$ cat config.mk
export PLATFORM = sky130hd
export DESIGN_NAME = coin_spawner_flat
export DESIGN_NICKNAME = d
export VERILOG_FILES = /design/src/rtl/coin_pkg.sv /design/src/rtl/coin_spawner_if.sv /design/src/rtl/lfsr16.sv /design/src/rtl/coin_spawner.sv /design/src/flat_wrapper.sv
export SDC_FILE = /design/constraint.sdc
export NUM_CORES = 1
export LEC_CHECK = 0
export BUFFER_PORTS_ARGS = -buffer_cell sky130_fd_sc_hd__buf_2
export CORE_ASPECT_RATIO = 1.2
export CORE_MARGIN = 3
export CORE_UTILIZATION = 35
export CTS_CLUSTER_DIAMETER = 30
export CTS_CLUSTER_SIZE = 30
export DETAILED_ROUTE_END_ITERATION = 10
export GPL_ROUTABILITY_DRIVEN = 0
export PLACE_DENSITY = 0.58
export REMOVE_ABC_BUFFERS = 1
export SYNTH_ARGS = -nofsm -noshare
export SYNTH_HDL_FRONTEND = slang
export SYNTH_SLANG_ARGS = --single-unit
$ cat constraint.sdc
create_clock -name i_clk -period 2.9 [get_ports i_clk]
set_input_delay 0.58 -clock i_clk [delete_from_list [all_inputs] [get_ports i_clk]]
set_output_delay 0.58 -clock i_clk [all_outputs]
set_load 0.03 [all_outputs]
$ cat src/rtl/coin_pkg.sv
// Shared types and constants for the coin/barrier spawners: lane codes, spawner
// FSM states and the LFSR feedback mask.
package coin_pkg;

  typedef enum logic [1:0] {
    LANE_NONE  = 2'b00,
    LANE_LEFT  = 2'b01,
    LANE_MID   = 2'b10,
    LANE_RIGHT = 2'b11
  } lane_t;

  typedef enum logic [1:0] {
    IDLE   = 2'b00,
    GAP    = 2'b01,
    ACTIVE = 2'b10,
    HIT    = 2'b11
  } spawn_state_t;

  // Feedback mask for taps 16,14,13,11 in a left-shifting register
  localparam logic [15:0] LFSR_TAPS     = 16'hB400;
  localparam int          MAX_EXTRA_GAP = 15;

  // Random lane with 00 folded onto LEFT; a clash with the barrier rotates to the next lane.
  function automatic lane_t pick_lane(input logic [1:0] rnd, input lane_t barrier);
    lane_t raw;
    raw = (rnd == 2'b00) ? LANE_LEFT : lane_t'(rnd);
    if ((barrier != LANE_NONE) && (raw == barrier))
      raw = (raw == LANE_RIGHT) ? LANE_LEFT : lane_t'(raw + 2'b01);
    return raw;
  endfunction

endpackage

$ cat src/rtl/coin_spawner_if.sv
// Control/status bundle between the game sequencer and the coin spawner.
// master drives the game inputs, slave is the spawner itself.
interface coin_spawner_if;
  logic       i_v_sync;
  logic       i_enable;
  logic       i_penguin_hit;
  logic [1:0] i_barrier_lane;
  logic [1:0] o_active;
  logic       o_spawn;
  logic [7:0] o_coin_count;

  modport master (
    output i_v_sync, i_enable, i_penguin_hit, i_barrier_lane,
    input  o_active, o_spawn, o_coin_count
  );

  modport slave (
    input  i_v_sync, i_enable, i_penguin_hit, i_barrier_lane,
    output o_active, o_spawn, o_coin_count
  );
endinterface

$ cat src/rtl/lfsr16.sv
// 16-bit Fibonacci LFSR, advances one step per cycle with i_adv high.
// Zero latency on o_state; no backpressure. Seed must be nonzero.
module lfsr16
  import coin_pkg::*;
#(
  parameter logic [15:0] SEED = 16'hACE1
) (
  input  logic        i_clk,
  input  logic        i_rst_n,
  input  logic        i_adv,
  output logic [15:0] o_state
);

  logic [15:0] state_q, state_d;

  always_comb begin
    state_d = state_q;
    if (i_adv)
      state_d = {state_q[14:0], ^(state_q & LFSR_TAPS)};
  end

  always_ff @(posedge i_clk or negedge i_rst_n) begin
    if (!i_rst_n) state_q <= SEED;
    else          state_q <= state_d;
  end

  assign o_state = state_q;

endmodule

$ cat src/rtl/coin_spawner.sv
// Coin spawner: frame-timed gap/lifetime FSM driving the lane select; COIN_SPEEDUP_EN shortens lifetime with play.
// Lane appears 1 cycle after the spawning frame tick; no backpressure, a held hit parks the FSM in HIT.
module coin_spawner
  import coin_pkg::*;
#(
  parameter int          COIN_LIFE = 90,
  parameter int          MIN_GAP   = 20,
  parameter logic [15:0] LFSR_SEED = 16'hACE1
) (
  input  logic         i_clk,
  input  logic         i_rst_n,
  coin_spawner_if.slave bus
);

  localparam int GAP_MAX = MIN_GAP + MAX_EXTRA_GAP;
  localparam int GAP_W   = $clog2(GAP_MAX + 1);
  localparam int LIFE_W  = $clog2(COIN_LIFE + 1);

  logic              vs_meta_q, vs_sync_q;
  logic              tick;
  logic [15:0]       lfsr;
  logic [11:0]       lfsr_unused;
  logic [GAP_W-1:0]  gap_load;
  logic [LIFE_W-1:0] life_load;

  spawn_state_t      state_q, state_d;
  logic [GAP_W-1:0]  gap_cnt_q, gap_cnt_d;
  logic [LIFE_W-1:0] life_cnt_q, life_cnt_d;
  lane_t             lane_q, lane_d;
  lane_t             active_q, active_d;
  logic              spawn_q, spawn_d;
  logic [7:0]        coin_count_q, coin_count_d;

  always_ff @(posedge i_clk or negedge i_rst_n) begin
    if (!i_rst_n) begin
      vs_meta_q <= 1'b0;
      vs_sync_q <= 1'b0;
    end else begin
      vs_meta_q <= bus.i_v_sync;
      vs_sync_q <= vs_meta_q;
    end
  end

  assign tick = vs_meta_q & ~vs_sync_q;

  lfsr16 #(.SEED(LFSR_SEED)) u_lfsr (
    .i_clk   (i_clk),
    .i_rst_n (i_rst_n),
    .i_adv   (tick),
    .o_state (lfsr)
  );

  assign lfsr_unused = lfsr[15:4];
  assign gap_load    = GAP_W'(MIN_GAP + int'(lfsr[3:0]));

`ifdef COIN_SPEEDUP_EN
  // Lifetime drops by 8 frames every 8 coins, floored at half the base lifetime.
  int life_dec;
  always_comb begin
    life_dec = 8 * int'(coin_count_q[7:3]);
    if (COIN_LIFE - life_dec < COIN_LIFE / 2) life_load = LIFE_W'(COIN_LIFE / 2);
    else                                      life_load = LIFE_W'(COIN_LIFE - life_dec);
  end
`else
  assign life_load = LIFE_W'(COIN_LIFE);
`endif

  always_comb begin
    state_d      = state_q;
    gap_cnt_d    = gap_cnt_q;
    life_cnt_d   = life_cnt_q;
    lane_d       = lane_q;
    spawn_d      = 1'b0;
    coin_count_d = coin_count_q;

    if (!bus.i_enable) begin
      state_d = IDLE;
    end else begin
      case (state_q)
        IDLE: begin
          state_d   = GAP;
          gap_cnt_d = gap_load;
        end
        GAP: begin
          if (tick) begin
            if (gap_cnt_q <= GAP_W'(1)) begin
              state_d    = ACTIVE;
              lane_d     = pick_lane(lfsr[1:0], lane_t'(bus.i_barrier_lane));
              life_cnt_d = life_load;
              spawn_d    = 1'b1;
              if (coin_count_q != 8'hFF) coin_count_d = coin_count_q + 8'd1;
            end else begin
              gap_cnt_d = gap_cnt_q - GAP_W'(1);
            end
          end
        end
        ACTIVE: begin
          // A hit takes priority over lifetime expiry in the same cycle
          if (bus.i_penguin_hit) begin
            state_d = HIT;
          end else if (tick) begin
            if (life_cnt_q <= LIFE_W'(1)) begin
              state_d   = GAP;
              gap_cnt_d = gap_load;
            end else begin
              life_cnt_d = life_cnt_q - LIFE_W'(1);
            end
          end
        end
        HIT: begin
          // Generator clears its hit flag only once it sees active==00
          if (!bus.i_penguin_hit) begin
            state_d   = GAP;
            gap_cnt_d = gap_load;
          end
        end
        default: state_d = IDLE;
      endcase
    end

    active_d = (state_d == ACTIVE) ? lane_d : LANE_NONE;
  end

  always_ff @(posedge i_clk or negedge i_rst_n) begin
    if (!i_rst_n) begin
      state_q      <= IDLE;
      gap_cnt_q    <= '0;
      life_cnt_q   <= '0;
      lane_q       <= LANE_NONE;
      active_q     <= LANE_NONE;
      spawn_q      <= 1'b0;
      coin_count_q <= 8'd0;
    end else begin
      state_q      <= state_d;
      gap_cnt_q    <= gap_cnt_d;
      life_cnt_q   <= life_cnt_d;
      lane_q       <= lane_d;
      active_q     <= active_d;
      spawn_q      <= spawn_d;
      coin_count_q <= coin_count_d;
    end
  end

  assign bus.o_active     = active_q;
  assign bus.o_spawn      = spawn_q;
  assign bus.o_coin_count = coin_count_q;

endmodule

$ cat src/flat_wrapper.sv
// flat-port wrapper written by rule: the top's interface ports become plain ports
module coin_spawner_flat import coin_pkg::*;
#(
  parameter int          COIN_LIFE = 90,
  parameter int          MIN_GAP   = 20,
  parameter logic [15:0] LFSR_SEED = 16'hACE1
)
  (i_clk, i_rst_n, bus_i_v_sync, bus_i_enable, bus_i_penguin_hit, bus_i_barrier_lane, bus_o_active, bus_o_spawn, bus_o_coin_count);
  coin_spawner_if bus_i ();
  input  logic i_clk;
  input  logic i_rst_n;
  input wire logic [$bits(bus_i.i_v_sync)-1:0] bus_i_v_sync;
  input wire logic [$bits(bus_i.i_enable)-1:0] bus_i_enable;
  input wire logic [$bits(bus_i.i_penguin_hit)-1:0] bus_i_penguin_hit;
  input wire logic [$bits(bus_i.i_barrier_lane)-1:0] bus_i_barrier_lane;
  output wire logic [$bits(bus_i.o_active)-1:0] bus_o_active;
  output wire logic [$bits(bus_i.o_spawn)-1:0] bus_o_spawn;
  output wire logic [$bits(bus_i.o_coin_count)-1:0] bus_o_coin_count;
  assign bus_i.i_v_sync = bus_i_v_sync;
  assign bus_i.i_enable = bus_i_enable;
  assign bus_i.i_penguin_hit = bus_i_penguin_hit;
  assign bus_i.i_barrier_lane = bus_i_barrier_lane;
  assign bus_o_active = bus_i.o_active;
  assign bus_o_spawn = bus_i.o_spawn;
  assign bus_o_coin_count = bus_i.o_coin_count;
  coin_spawner #(.COIN_LIFE(COIN_LIFE), .MIN_GAP(MIN_GAP), .LFSR_SEED(LFSR_SEED)) u_core (.i_clk(i_clk), .i_rst_n(i_rst_n), .bus(bus_i));
endmodule
# == Yosys cells after proc, flatten, opt, wreduce, memory -nomap -nowiden ==
# Index checks and enable logic that the tools add are counted.
# totals
regBits,46
input_bits,7
out_inout_bits,11
word_cells,76
# op_classes
add_sub_neg,5
magnitude_cmp,2
eq_ne,15
mux,33
bitwise_logic,2
reduce_logical,9
# op_table
cell,n
$mux W6,6
$mux W7,5
$mux W2,15
$pmux W6 S4,1
$reduce_xor A16 Y1,1
$pmux W7 S2,1
$reduce_and A7 Y1,2
$add A8 B1 Y8 const B,1
$eq A2 B2 Y1 const B,4
$ne A2 B1 Y1 const B,4
$ne A2 B2 Y1 const B,4
$ne A8 B8 Y1 const B,1
$pmux W2 S4,1
$le A7 B1 Y1 const B,1
$sub A7 B1 Y7 const B,1
$add A5 B4 Y6 const A,1
$le A6 B1 Y1 const B,1
$sub A6 B1 Y6 const B,1
$reduce_and A5 Y1,1
$logic_not A2 Y1,2
$mux W1,4
$reduce_bool A2 Y1,2
$add A2 B1 Y2 const B,1
$eq A2 B1 Y1 const B,1
other kinds (4),4

# == Logic depth before layout (Yosys ltp) ==
# Gate-level depths: netlist of the first run.
# logic_depth
ltp_word,10
depth_mapped,8
mapped_depth_nobuf,7

# == Hierarchy ==
# Synthesis of the first run repeated with hierarchy kept, for this count alone.
# hier_totals
hier_cells,200
hier_area_um2,2297.2
# modules_own_cells
module,instances,cells_per_inst,area_per_inst_um2,seq_area_each_um2
coin_spawner,1,162,1621.6,750.7
lfsr16,1,38,675.6,410.4

# == Worst setup path before layout of the first run ==
# Ideal clock, no wire load.
# synth_timing
path_kind,flip-flop to flip-flop
from,register u_core.life_cnt_q[2]
to,register u_core.gap_cnt_q[2]
arrival_time_ns,2.172
slack_ns,0.607
path_stages_with_launch,7
cell_sequence,dfrtp_1 or4_4 or4_4 a311oi_2 buf_6 o21ai_2 a32o_1
# synth_between
elab_chain_len,3
# synth_lines
element,line,text
start: declaration,coin_spawner.sv:28,"logic [LIFE_W-1:0] life_cnt_q, life_cnt_d;"
start signal: assignment,coin_spawner.sv:136,life_cnt_q <= life_cnt_d;
$le A7 B1 Y1,coin_spawner.sv:102,if (life_cnt_q <= LIFE_W'(1)) begin
$ne A2 B1 Y1 (no line),-,
$reduce_and A7 Y1 (no line),-,
end signal: assignment,coin_spawner.sv:135,gap_cnt_q <= gap_cnt_d;
end: declaration,coin_spawner.sv:27,"logic [GAP_W-1:0] gap_cnt_q, gap_cnt_d;"
# Every way passes these cells.
# A chain may end at the register's enable or synchronous reset.

# == Final worst setup path of the first run ==
# layout_timing
from,register u_core.life_cnt_q[2]
to,register u_core.gap_cnt_q[4]
# The elaborated chain is that of the path after synthesis.

==> results of run 1 <==
-- cell families after synthesis --
logic type / synth area share
adder cells (fa/ha/maj): 0.0338
AO/OA/AOI/OAI: 0.114
buffers and inverters: 0.0259
flip-flops: 0.523
AND/OR/NAND/NOR: 0.165
XOR/XNOR: 0.0474
multiplexers: 0.0902
-- layout make-up --
type                       instances  area [µm²]
inverter                           9        33.8
multi-input combinational        136        1000
timing repair buffer              25         145
fill                             593        3550
tap                               82         103
clock buffer                       6        82.6
clock inverter                     2        12.5
sequential                        46        1160
-- where the power goes --
part | internal (µW) | leakage, µW | total (µW) | switching, µW
Combinational | 303 | 0.000541 | 575 | 271
Clock | 192 | 0.0000472 | 403 | 212
Sequential | 874 | 0.000575 | 1050 | 171
-- state kept, by name (all words and copies together) (netlist names) --
signal	count
u_core.bus.o_active	2
u_core.bus.o_coin_count	8
u_core.bus.o_spawn	1
u_core.gap_cnt_q	6
u_core.lane_q	2
u_core.life_cnt_q	7
u_core.state_q	2
u_core.u_lfsr.o_state	16
u_core.vs_meta_q	1
u_core.vs_sync_q	1
-- layer usage --
metal	GRT usage	wire length (µm)
met1	0.157	1980
met2	0.195	1890
met3	0.0318	128
met4	0.0481	69
met5	0	0
-- worst register-to-register path, cell delays in order (launching register included) --
cell and delay, ns:
dfrtp_1 0.44, or4_4 0.58, or4_4 0.55, a311oi_2 0.24, buf_4 0.21, nand2_1 0.07, a22o_1 0.22
-- metrics by stage --
step           utilization  std cells
2_1_floorplan            -        191
3_3_place_gp         0.401        298
3_5_place_dp         0.401        298
4_1_cts              0.417        306
5_1_grt              0.417        306
6_report             0.417        306
-- synthesized netlist by cell type, types with 2 or more instances --
master    instances
o21ai_0           8
xnor2_1          11
o211ai_1          2
a21o_1            2
nand4_1           5
nand2b_1          5
or4_4             2
ha_1              6
a21oi_1           9
a31oi_1           2
dfrtp_1          38
nor2b_1           2
or2_2             2
nand3_1           3
nand2_1          13
or3_2             2
dfstp_2           8
inv_1             9
a211oi_1          2
mux2i_1           2
mux2_2           16
nor2_1            8
and3_1            4
nor3_1            5
nor4_1            4
-- path summary, 6_finish.rpt --
| check | slack [ns] | cells past startpoint | end | startpoint |
|---|---|---|---|---|
| worst max register to register | 0.50 | 6 | u_core.gap_cnt_q[4]$_DFFE_PN0P_ | u_core.life_cnt_q[2]$_DFFE_PN0P_ |
| max in group asynchronous | 1.77 | 2 | u_core.u_lfsr.o_state[6]$_DFFE_PN1P_ | i_rst_n |
| min in group asynchronous | 0.43 | 1 | u_core.bus.o_coin_count[3]$_DFFE_PN0P_ | i_rst_n |
| worst max-delay path | 0.50 | 6 | u_core.gap_cnt_q[4]$_DFFE_PN0P_ | u_core.life_cnt_q[2]$_DFFE_PN0P_ |
| worst min-delay path | 0.38 | 1 | u_core.vs_meta_q$_DFF_PN0_ | bus_i_v_sync |
| worst min register to register | 0.45 | 0 | u_core.vs_sync_q$_DFF_PN0_ | u_core.vs_meta_q$_DFF_PN0_ |
==> Flow_metrics.wiki, run 1 <==
{| class="wikitable"
! Metric !! Value
|-
| Result of the run || completed
|-
| Chip width || 78.7 µm
|-
| Sink count of the clock tree || 46
|-
| Dominant synthesized flop cell || dfrtp_1
|-
| Average detailed-routed wire length per instance || 13.3 µm
|-
| Post-route cell area || 0.00254 mm²
|-
| Max-slew violation count || 0
|-
| Final cycle utilization of the critical path || 0.829
|-
| Leading cell type in the layout, fill and taps excluded || dfrtp_1
|-
| Worst clock skew on the final layout || 0.00916 ns
|-
| Effective utilization at floorplan || 0.364
|-
| Peak Freq || 416 MHz
|-
| IR Drop Worst-Case VDD || 0.459 mV
|-
| Number of hold-repair buffers added at the cts stage || 0
|-
| Final WS setup || 0.497 ns
|-
| Root buffer selected by CTS || clkbuf_8
|-
| Global-route wire length before repair || 7000 µm
|-
| Final Critical Period || 2.40 ns
|-
| Initial DRC Count || 57
|-
| Async S/R FF share, synth || 1.00
|-
| Number of different library cells in the post-synthesis netlist || 50
|-
| Type of the worst min-delay path || input port to flop
|-
| Number of global-route vias before repair || 1479
|-
| Setup total negative slack || 0 ns
|-
| Longest Clk Path Bufs || 2
|-
| Static power due to leakage || 0.00116 µW
|-
| Data arrival at the endpoint of the critical path || 2.60 ns
|-
| Fraction of synthesized cell area taken by the top area cell type || 0.428
|-
| Max-cap violations || 0
|-
| Cell type with the highest occurrence count on the critical path || or4_4
|-
| DP Wirelength || 2870 µm
|-
| Instance area at placement || 0.00244 mm²
|-
| Crit path capture type || flop
|-
| Design Power || 2020 µW
|-
| Average cell area after synthesis || 11.4 µm²
|-
| DRC || 0
|-
| Cell with the largest stage delay on the worst path || or4_4
|-
| Category of cells accounting for the largest share of critical-path delay || simple AND/OR/NAND/NOR gates
|-
| Worst skew pair latency || 0.30 ns
|-
| Worst path buffer plus inverter count || 1
|-
| Overall fraction of global-route tracks in use || 0.122
|-
| CTS buffer count || 5
|-
| Nets || 236
|-
| Number of instances in the synthesized netlist || 195
|-
| Power Dens Cells || 797 mW/mm²
|-
| Final antenna-violating net count || 0
|-
| Seq/Total Area, Yosys || 0.523
|-
| Max H-tree Level || 2
|-
| Std-Cell Rows || 31
|-
| Via count || 1517
|-
| Number of setup buffers added after CTS || 0
|-
| Relative slew margins || 0.366
|-
| Required @ worst endpoint || 3.09 ns
|-
| Growth of design area from synthesis to finish || 14.4%
|-
| Leading area contributor after synthesis || dfrtp_1
|-
| Delay of the slowest cell on the worst path || 0.58 ns
|-
| Pre-CTS setup slack || 0.460 ns
|-
| Inserted Diodes || 0
|-
| Number of ports placed on the die boundary || 18
|-
| Yosys Warn Count || 0
|-
| Commonest non-fill, non-tap cells in the layout || 38 x dfrtp_1, 17 x buf_2, 16 x mux2_2, 13 x nand2_1, 11 x xnor2_1
|-
| Largest net degree at the start of global routing || 45
|-
| Final setup violating endpoints || 0
|-
| Clock-pin slew reported for the worst setup and hold paths after clock tree synthesis || 0.09 ns
|-
| Type of the worst setup path || flop to flop
|-
| RSZ-0062 raised after global routing || false
|-
| Number of register bits inferred by synthesis || 46
|-
| Final hold violation count || 0
|-
| Count of cells resized by post-cts repair || 0
|-
| Worst setup SP type || flop
|-
| CTS tree || yes
|-
| Cell chain of the critical path || or4_4 > or4_4 > a311oi_2 > buf_4 > nand2_1 > a22o_1
|-
| Slew @ Worst Pin || 0.951 ns
|-
| Antenna violations before repair || 0
|-
| Area inside the core boundary || 0.00609 mm²
|-
| Number of vias per cell || 4.96
|-
| Input/output buffers || 17
|-
| DIE HEIGHT || 93.2 µm
|-
| Maximum fanout count along the critical path || 11
|-
| Global route overflow || 0
|-
| WHS || 0.383 ns
|-
| Die area || 0.00734 mm²
|-
| Count of flip-flops with a built-in enable after synthesis || 0
|-
| Length of the first detailed-routing pass in iterations || 6
|-
| Dominant cells by area after synthesis || dfrtp_1 43%, dfstp_2 9.5%, mux2_2 8.1%
|-
| Final wirelength || 4060 µm
|-
| Fraction of final layout cells sized beyond drive strength 1 || 0.313
|-
| Cell area after technology mapping || 0.00222 mm²
|}
Note: power is estimated with default switching activity, not from simulation.
==> inputs of run 2 (changes only) <==
- ABC_AREA: unset -> 1
- PLACE_DENSITY: 0.58 -> 0.6
- clock period: 2.9 -> 2.2 ns (I/O delays scaled with it)
==> run 2 against run 1 <==
  * Clock skew shrank 0.0020 ns
  * Largest power group unchanged
  * Via count grew 31%
  * Flip-flop and latch count did not move
  * Hold slack worse by 0.15 ns
  * Die area increased by 14%
  * Register-to-register slack lost 0.20 ns
  * Sequential share of layout area fell by 4.5 points
  * Highest routed layer unchanged
  * Critical path type unchanged
  * Largest cell class is now multi-input gates
==> Flow_metrics.wiki, run 2 <==
{| class="wikitable"
! Metric !! Value
|-
| Commonest non-fill, non-tap cells in the layout || 119 x nand2_1, 38 x dfrtp_1, 27 x inv_1, 23 x nor2_1, 23 x nand3_1
|-
| Data arrival at the endpoint of the critical path || 2.08 ns (-0.52 ns)
|-
| Number of register bits inferred by synthesis || 46 (unchanged)
|-
| DP Wirelength || 3390 µm (+18%)
|-
| Area inside the core boundary || 0.00698 mm² (+15%)
|-
| Seq/Total Area, Yosys || 0.454 (-0.0693)
|-
| Global-route wire length before repair || 8490 µm (+21%)
|-
| Largest net degree at the start of global routing || 47 (+4.4%)
|-
| Global route overflow || 0 (unchanged)
|-
| CTS tree || yes
|-
| Yosys Warn Count || 0 (unchanged)
|-
| Number of global-route vias before repair || 1868 (+26%)
|-
| Antenna violations before repair || 0 (unchanged)
|-
| Final setup violating endpoints || 0 (unchanged)
|-
| Number of instances in the synthesized netlist || 318 (+63%)
|-
| Number of ports placed on the die boundary || 18 (unchanged)
|-
| Effective utilization at floorplan || 0.367 (+0.00219)
|-
| Dominant cells by area after synthesis || dfrtp_1 37%, nand2_1 17%, dfstp_2 8.2%
|-
| Count leader, synth || nand2_1
|-
| Average detailed-routed wire length per instance || 11.2 µm (-15%)
|-
| Dominant synthesized flop cell || dfrtp_1
|-
| CTS buffer count || 5 (unchanged)
|-
| Final cycle utilization of the critical path || 0.865 (+0.0365)
|-
| Final Critical Period || 1.90 ns (-0.500 ns)
|-
| Number of hold-repair buffers added at the cts stage || 0 (unchanged)
|-
| Count of cells resized by post-cts repair || 0 (unchanged)
|-
| Design Power || 2520 µW (+25%)
|-
| Result of the run || completed
|-
| Fraction of final layout cells sized beyond drive strength 1 || 0.189 (-0.124)
|-
| Relative slew margins || 0.599 (+0.233)
|-
| Overall fraction of global-route tracks in use || 0.122 (+0.000275)
|-
| Inserted Diodes || 0 (unchanged)
|-
| Crit path capture type || flop
|-
| Post-route cell area || 0.00281 mm² (+11%)
|-
| Longest Clk Path Bufs || 2 (unchanged)
|-
| Worst clock skew on the final layout || 0.00713 ns (-0.00203 ns)
|-
| Number of different library cells in the post-synthesis netlist || 36 (-28%)
|-
| Static power due to leakage || 0.00142 µW (+22%)
|-
| Nets || 352 (+49%)
|-
| Max-slew violation count || 0 (unchanged)
|-
| Final wirelength || 4790 µm (+18%)
|-
| Maximum fanout count along the critical path || 11 (unchanged)
|-
| Worst skew pair latency || 0.29 ns (about the same)
|-
| Number of setup buffers added after CTS || 0 (unchanged)
|-
| Type of the worst min-delay path || input port to asynchronous set/reset pin
|-
| RSZ-0062 raised after global routing || false
|-
| Via count || 1984 (+31%)
|-
| Growth of design area from synthesis to finish || 9.98%
|-
| Leading cell types by count after synthesis || 119 x nand2_1, 38 x dfrtp_1, 27 x inv_1
|-
| Final antenna-violating net count || 0 (unchanged)
|-
| Slew @ Worst Pin || 0.601 ns (-0.350 ns)
|-
| Std-Cell Rows || 33 (+6.5%)
|-
| Required @ worst endpoint || 2.37 ns (-0.72 ns)
|-
| Initial DRC Count || 75 (+32%)
|-
| Max FFs per register || 16 (unchanged)
|-
| Final hold violation count || 0 (unchanged)
|-
| Sink count of the clock tree || 46 (unchanged)
|-
| DRC || 0 (unchanged)
|-
| Input/output buffers || 17 (unchanged)
|-
| Power Dens Cells || 896 mW/mm² (+12%)
|-
| Number of cells on the worst reg-to-reg path || 8 (+2)
|-
| Count of flip-flops with a built-in enable after synthesis || 0 (unchanged)
|-
| DIE HEIGHT || 99.7 µm (+6.9%)
|-
| Leading area contributor after synthesis || dfrtp_1
|-
| Setup total negative slack || 0 ns (unchanged)
|-
| Chip width || 84.1 µm (+6.8%)
|-
| Die area || 0.00838 mm² (+14%)
|-
| Cell area after technology mapping || 0.00256 mm² (+15%)
|-
| IR Drop Worst-Case VDD || 0.494 mV (+7.6%)
|-
| Length of the first detailed-routing pass in iterations || 4 (-2)
|-
| Type of the worst setup path || flop to flop
|-
| Peak Freq || 525 MHz (+26%)
|-
| Max-cap violations || 0 (unchanged)
|-
| Root buffer selected by CTS || clkbuf_8
|-
| Leading cell type in the layout, fill and taps excluded || nand2_1
|-
| Number of fill cells in the layout || 699 (+18%)
|-
| Worst setup SP type || flop
|-
| Fraction of synthesized cell area taken by the top area cell type || 0.372 (-0.0568)
|-
| Average cell area after synthesis || 8.05 µm² (-29%)
|-
| Async S/R FF share, synth || 1.00 (unchanged)
|-
| Instance area at placement || 0.00274 mm² (+12%)
|-
| Clock-pin slew reported for the worst setup and hold paths after clock tree synthesis || 0.08 ns (about the same)
|-
| Number of vias per cell || 4.66 (-6.1%)
|-
| Register-to-register path setup slack || 0.30 ns (-0.20 ns)
|-
| Max H-tree Level || 2 (unchanged)
|-
| WHS || 0.235 ns (-0.148 ns)
|}
==> run 2: changes by cell type after synthesis, sizes merged, moves of 3 or more <==
cell    before  now
a21oi        9    4
nand2b       5    0
or3          3    0
nor4         4    1
nand2       13  124
o21ai        9   15
nand3        3   25
and3         4    0
xor2         1    9
mux2        16    0
xnor2       11    5
inv          9   30
nor2         8   30
==> run 2: layer usage <==
metal,track usage,part of all wire
met5,0,0
met1,0.159,0.48
met2,0.202,0.48
met4,0.0408,0.013
met3,0.0265,0.028
==> run 2: kinds of logic (layout without fill, tap and decap cells) <==
group / count (synthesis) / after routing / share of synthesized area
flops: 46 / 46 / 0.454
xor+xnor: 14 / 14 / 0.0479
simple gates: 195 / 195 / 0.358
mux: 1 / 1 / 0.00391
buf+inv: 36 / 57 / 0.0587
fa+ha+maj: 6 / 6 / 0.0293
compound gates: 20 / 20 / 0.0484
==> run 2: area by class of cell <==
class	instances	area, µm²	share of cell area
flip-flops and latches	46	1160	0.413
clock buffers	7	76.3	0.0271
well taps	87	109	0.0387
repair buffers	20	108	0.0382
multi-input cells	236	1250	0.443
inverters	30	113	0.0400
==> run 2: power breakdown <==
group,switching [µW],total [µW],internal (µW),leakage (µW)
Combinational,570,891,321,0.000815
Clock,268,487,219,0.0000383
Sequential,153,1140,990,0.000568
==> run 2: path summary, 6_finish.rpt <==
path	startpoint	endpoint
worst max-delay path	u_core.gap_cnt_q[0]$_DFFE_PN0P_	u_core.gap_cnt_q[2]$_DFFE_PN0P_
worst min-delay path	i_rst_n	u_core.life_cnt_q[1]$_DFFE_PN0P_
worst max register to register	u_core.gap_cnt_q[0]$_DFFE_PN0P_	u_core.gap_cnt_q[2]$_DFFE_PN0P_
worst min register to register	u_core.vs_meta_q$_DFF_PN0_	u_core.vs_sync_q$_DFF_PN0_
max in group asynchronous	i_rst_n	u_core.bus.o_coin_count[5]$_DFFE_PN0P_
min in group i_clk	bus_i_v_sync	u_core.vs_meta_q$_DFF_PN0_
==> run 2: critical path, cell delays in order, from the launching register on <==
cell and delay, ns:
dfrtp_1 0.39, inv_1 0.09, ha_1 0.25, nor2_1 0.21
nor2_4 0.08, o21ai_0 0.14, nand3_1 0.37, nand2_1 0.19
o21ai_2 0.06
==> run 2: metrics by stage <==
stage,setup WS (ns),util,cells
6_report,0.296,0.403,426
5_1_grt,0.0917,0.403,426
4_1_cts,0.260,0.403,426
3_5_place_dp,0.276,0.392,419
3_3_place_gp,0.330,0.392,419
2_1_floorplan,0.383,-,312
==> inputs of run 3 (changes only) <==
- CORE_ASPECT_RATIO: 1.2 -> 0.75
- MAX_ROUTING_LAYER: unset -> met4
==> run 3 against run 2 <==
  * Die area is essentially flat
  * Setup slack lost 0.052 ns
  * Flip-flop and latch count did not move
  * First-iteration DRC count is 48% higher
  * Via count is 0.35% lower
  * Sequential share of layout area shrank 0.42 points
  * Hold slack got worse by 0.023 ns
  * Critical endpoint is now u_core.gap_cnt_q[5]$_DFFE_PN0P_
  * Highest routed layer unchanged
==> Flow_metrics.wiki, run 3 (same netlist as run 2, synthesis figures left out) <==
{| class="wikitable"
! Metric !! Value
|-
| Fraction of final layout cells sized beyond drive strength 1 || 0.194 (+0.00533)
|-
| RSZ-0062 raised after global routing || false
|-
| Worst setup SP type || flop
|-
| Worst path buffer plus inverter count || 2 (+1)
|-
| Input/output buffers || 17 (unchanged)
|-
| Via count || 1977 (-0.35%)
|-
| Multi-input gate area || 0.00125 mm² (unchanged)
|-
| Initial DRC Count || 111 (+48%)
|-
| Final antenna-violating net count || 0 (unchanged)
|-
| Final Critical Period || 1.96 ns (+0.0517 ns)
|-
| Chip width || 105 µm (+25%)
|-
| Cell with the largest stage delay on the worst path || dfrtp_1
|-
| Category of cells accounting for the largest share of critical-path delay || simple AND/OR/NAND/NOR gates
|-
| Setup total negative slack || 0 ns (unchanged)
|-
| Type of the worst setup path || flop to flop
|-
| Worst skew pair latency || 0.30 ns (about the same)
|-
| Final setup violating endpoints || 0 (unchanged)
|-
| Number of hold-repair buffers added at the cts stage || 0 (unchanged)
|-
| Number of ports placed on the die boundary || 18 (unchanged)
|-
| Longest Clk Path Bufs || 2 (unchanged)
|-
| Design Power || 2580 µW (+2.2%)
|-
| Result of the run || completed
|-
| Inserted Diodes || 0 (unchanged)
|-
| Overall fraction of global-route tracks in use || 0.130 (+0.00746)
|-
| Number of fill cells in the layout || 724 (+3.6%)
|-
| CTS buffer count || 5 (unchanged)
|-
| Max H-tree Level || 2 (unchanged)
|-
| Antenna violations before repair || 0 (unchanged)
|-
| Final cycle utilization of the critical path || 0.889 (+0.0235)
|-
| Average detailed-routed wire length per instance || 11.1 µm (-1.3%)
|-
| Effective utilization at floorplan || 0.368 (+0.000857)
|-
| Type of the worst min-delay path || input port to asynchronous set/reset pin
|-
| CTS tree || yes
|-
| Sequential standard cell area || 0.00116 mm² (unchanged)
|-
| Length of the first detailed-routing pass in iterations || 4 (unchanged)
|-
| Relative slew margins || 0.608 (+0.00872)
|-
| Final wirelength || 4860 µm (+1.5%)
|-
| DRC || 0 (unchanged)
|-
| Static power due to leakage || 0.00143 µW (+0.70%)
|-
| Peak Freq || 511 MHz (-2.6%)
|-
| Growth of design area from synthesis to finish || 11.1%
|-
| DIE HEIGHT || 80.0 µm (-20%)
|-
| Slew @ Worst Pin || 0.588 ns (-0.0131 ns)
|-
| Max-cap violations || 0 (unchanged)
|-
| Leading cell type in the layout, fill and taps excluded || nand2_1
|-
| Cell chain of the critical path || inv_1 > ha_1 > nor2_1 > nor2_4 > o21ai_0 > nand3_1 > inv_1 > nand2_1 > nand2_1
|-
| Root buffer selected by CTS || clkbuf_8
|-
| Power Dens Cells || 907 mW/mm² (+1.2%)
|-
| Final hold violation count || 0 (unchanged)
|-
| Global route overflow || 0 (unchanged)
|-
| Commonest non-fill, non-tap cells in the layout || 119 x nand2_1, 38 x dfrtp_1, 27 x inv_1, 23 x nor2_1, 23 x nand3_1
|-
| Global-route wire length before repair || 8600 µm (+1.2%)
|-
| Sink count of the clock tree || 46 (unchanged)
|-
| Maximum fanout count along the critical path || 11 (unchanged)
|-
| WHS || 0.211 ns (-0.0235 ns)
|-
| Crit path capture type || flop
|-
| Count of cells resized by post-cts repair || 0 (unchanged)
|-
| Number of global-route vias before repair || 1830 (-2.0%)
|-
| Area inside the core boundary || 0.00696 mm² (-0.23%)
|-
| Largest net degree at the start of global routing || 47 (unchanged)
|-
| Delay of the slowest cell on the worst path || 0.39 ns (about the same)
|-
| Max FFs per register || 16 (unchanged)
|-
| Required @ worst endpoint || 2.43 ns (+0.06 ns)
|-
| Number of vias per cell || 4.51 (-3.1%)
|-
| Data arrival at the endpoint of the critical path || 2.19 ns (+0.11 ns)
|-
| Nets || 352 (unchanged)
|-
| IR Drop Worst-Case VDD || 0.305 mV (-38%)
|-
| DP Wirelength || 3460 µm (+2.2%)
|-
| Max-slew violation count || 0 (unchanged)
|-
| Fin util || 0.408 (+0.00508)
|-
| Die area || 0.00838 mm² (about the same)
|-
| Std-Cell Rows || 26 (-21%)
|-
| Clock-pin slew reported for the worst setup and hold paths after clock tree synthesis || 0.09 ns (about the same)
|-
| Worst clock skew on the final layout || 0.0143 ns (+0.00717 ns)
|-
| Number of setup buffers added after CTS || 0 (unchanged)
|}
-- run 3: worst paths after layout --
check	startpoint	depth (start not counted)	slack, ns	endpoint
setup / recovery	u_core.gap_cnt_q[0]$_DFFE_PN0P_	9	0.24	u_core.gap_cnt_q[5]$_DFFE_PN0P_
hold / removal	i_rst_n	2	0.21	u_core.life_cnt_q[4]$_DFFE_PN0P_
setup reg to reg	u_core.gap_cnt_q[0]$_DFFE_PN0P_	9	0.24	u_core.gap_cnt_q[5]$_DFFE_PN0P_
hold reg to reg	u_core.vs_meta_q$_DFF_PN0_	0	0.37	u_core.vs_sync_q$_DFF_PN0_
max in group asynchronous	i_rst_n	2	1.57	u_core.u_lfsr.o_state[8]$_DFFE_PN0P_
min in group i_clk	bus_i_v_sync	1	0.25	u_core.vs_meta_q$_DFF_PN0_
-- run 3: metrics by stage --
| step | cell area [µm²] | worst slack, ns | std cells |
|---|---|---|---|
| 2_1_floorplan | 2520 | 0.383 | 312 |
| 4_1_cts | 2840 | 0.241 | 438 |
| 3_5_place_dp | 2750 | 0.292 | 430 |
| 3_3_place_gp | 2750 | 0.344 | 430 |
| 5_1_grt | 2840 | 0.110 | 438 |
| 6_report | 2840 | 0.245 | 438 |
-- run 3: layout make-up --
cell class	count	area share
multi-input combinational	236	0.439
sequential	46	0.408
tap	98	0.0431
inverter	30	0.0396
timing repair buffer	20	0.0379
clock buffer	7	0.0304
clock inverter	1	0.00176
-- run 3: layer usage --
metal	vias up	routed length (µm)	global-route usage
met3	8	194	0.0299
met2	31	2000	0.185
li1	1036	-	-
met5	-	0	-
met1	902	2590	0.182
met4	0	75	0.0433
-- run 3: worst reg2reg max path, stage by stage (launching register included) --
cell and delay (ns):
dfrtp_1 0.39, inv_1 0.09, ha_1 0.24, nor2_1 0.22, nor2_4 0.09, o21ai_0 0.14, nand3_1 0.38, inv_1 0.20
nand2_1 0.07, nand2_1 0.06
-- run 3: power by group --
group | total, µW | leakage, µW | internal [µW] | switching (µW)
combinational | 900 | 0.000815 | 320 | 580
clock | 534 | 0.0000482 | 254 | 280
sequential | 1140 | 0.000568 | 990 | 154
total | 2580 | 0.00143 | 1560 | 1010
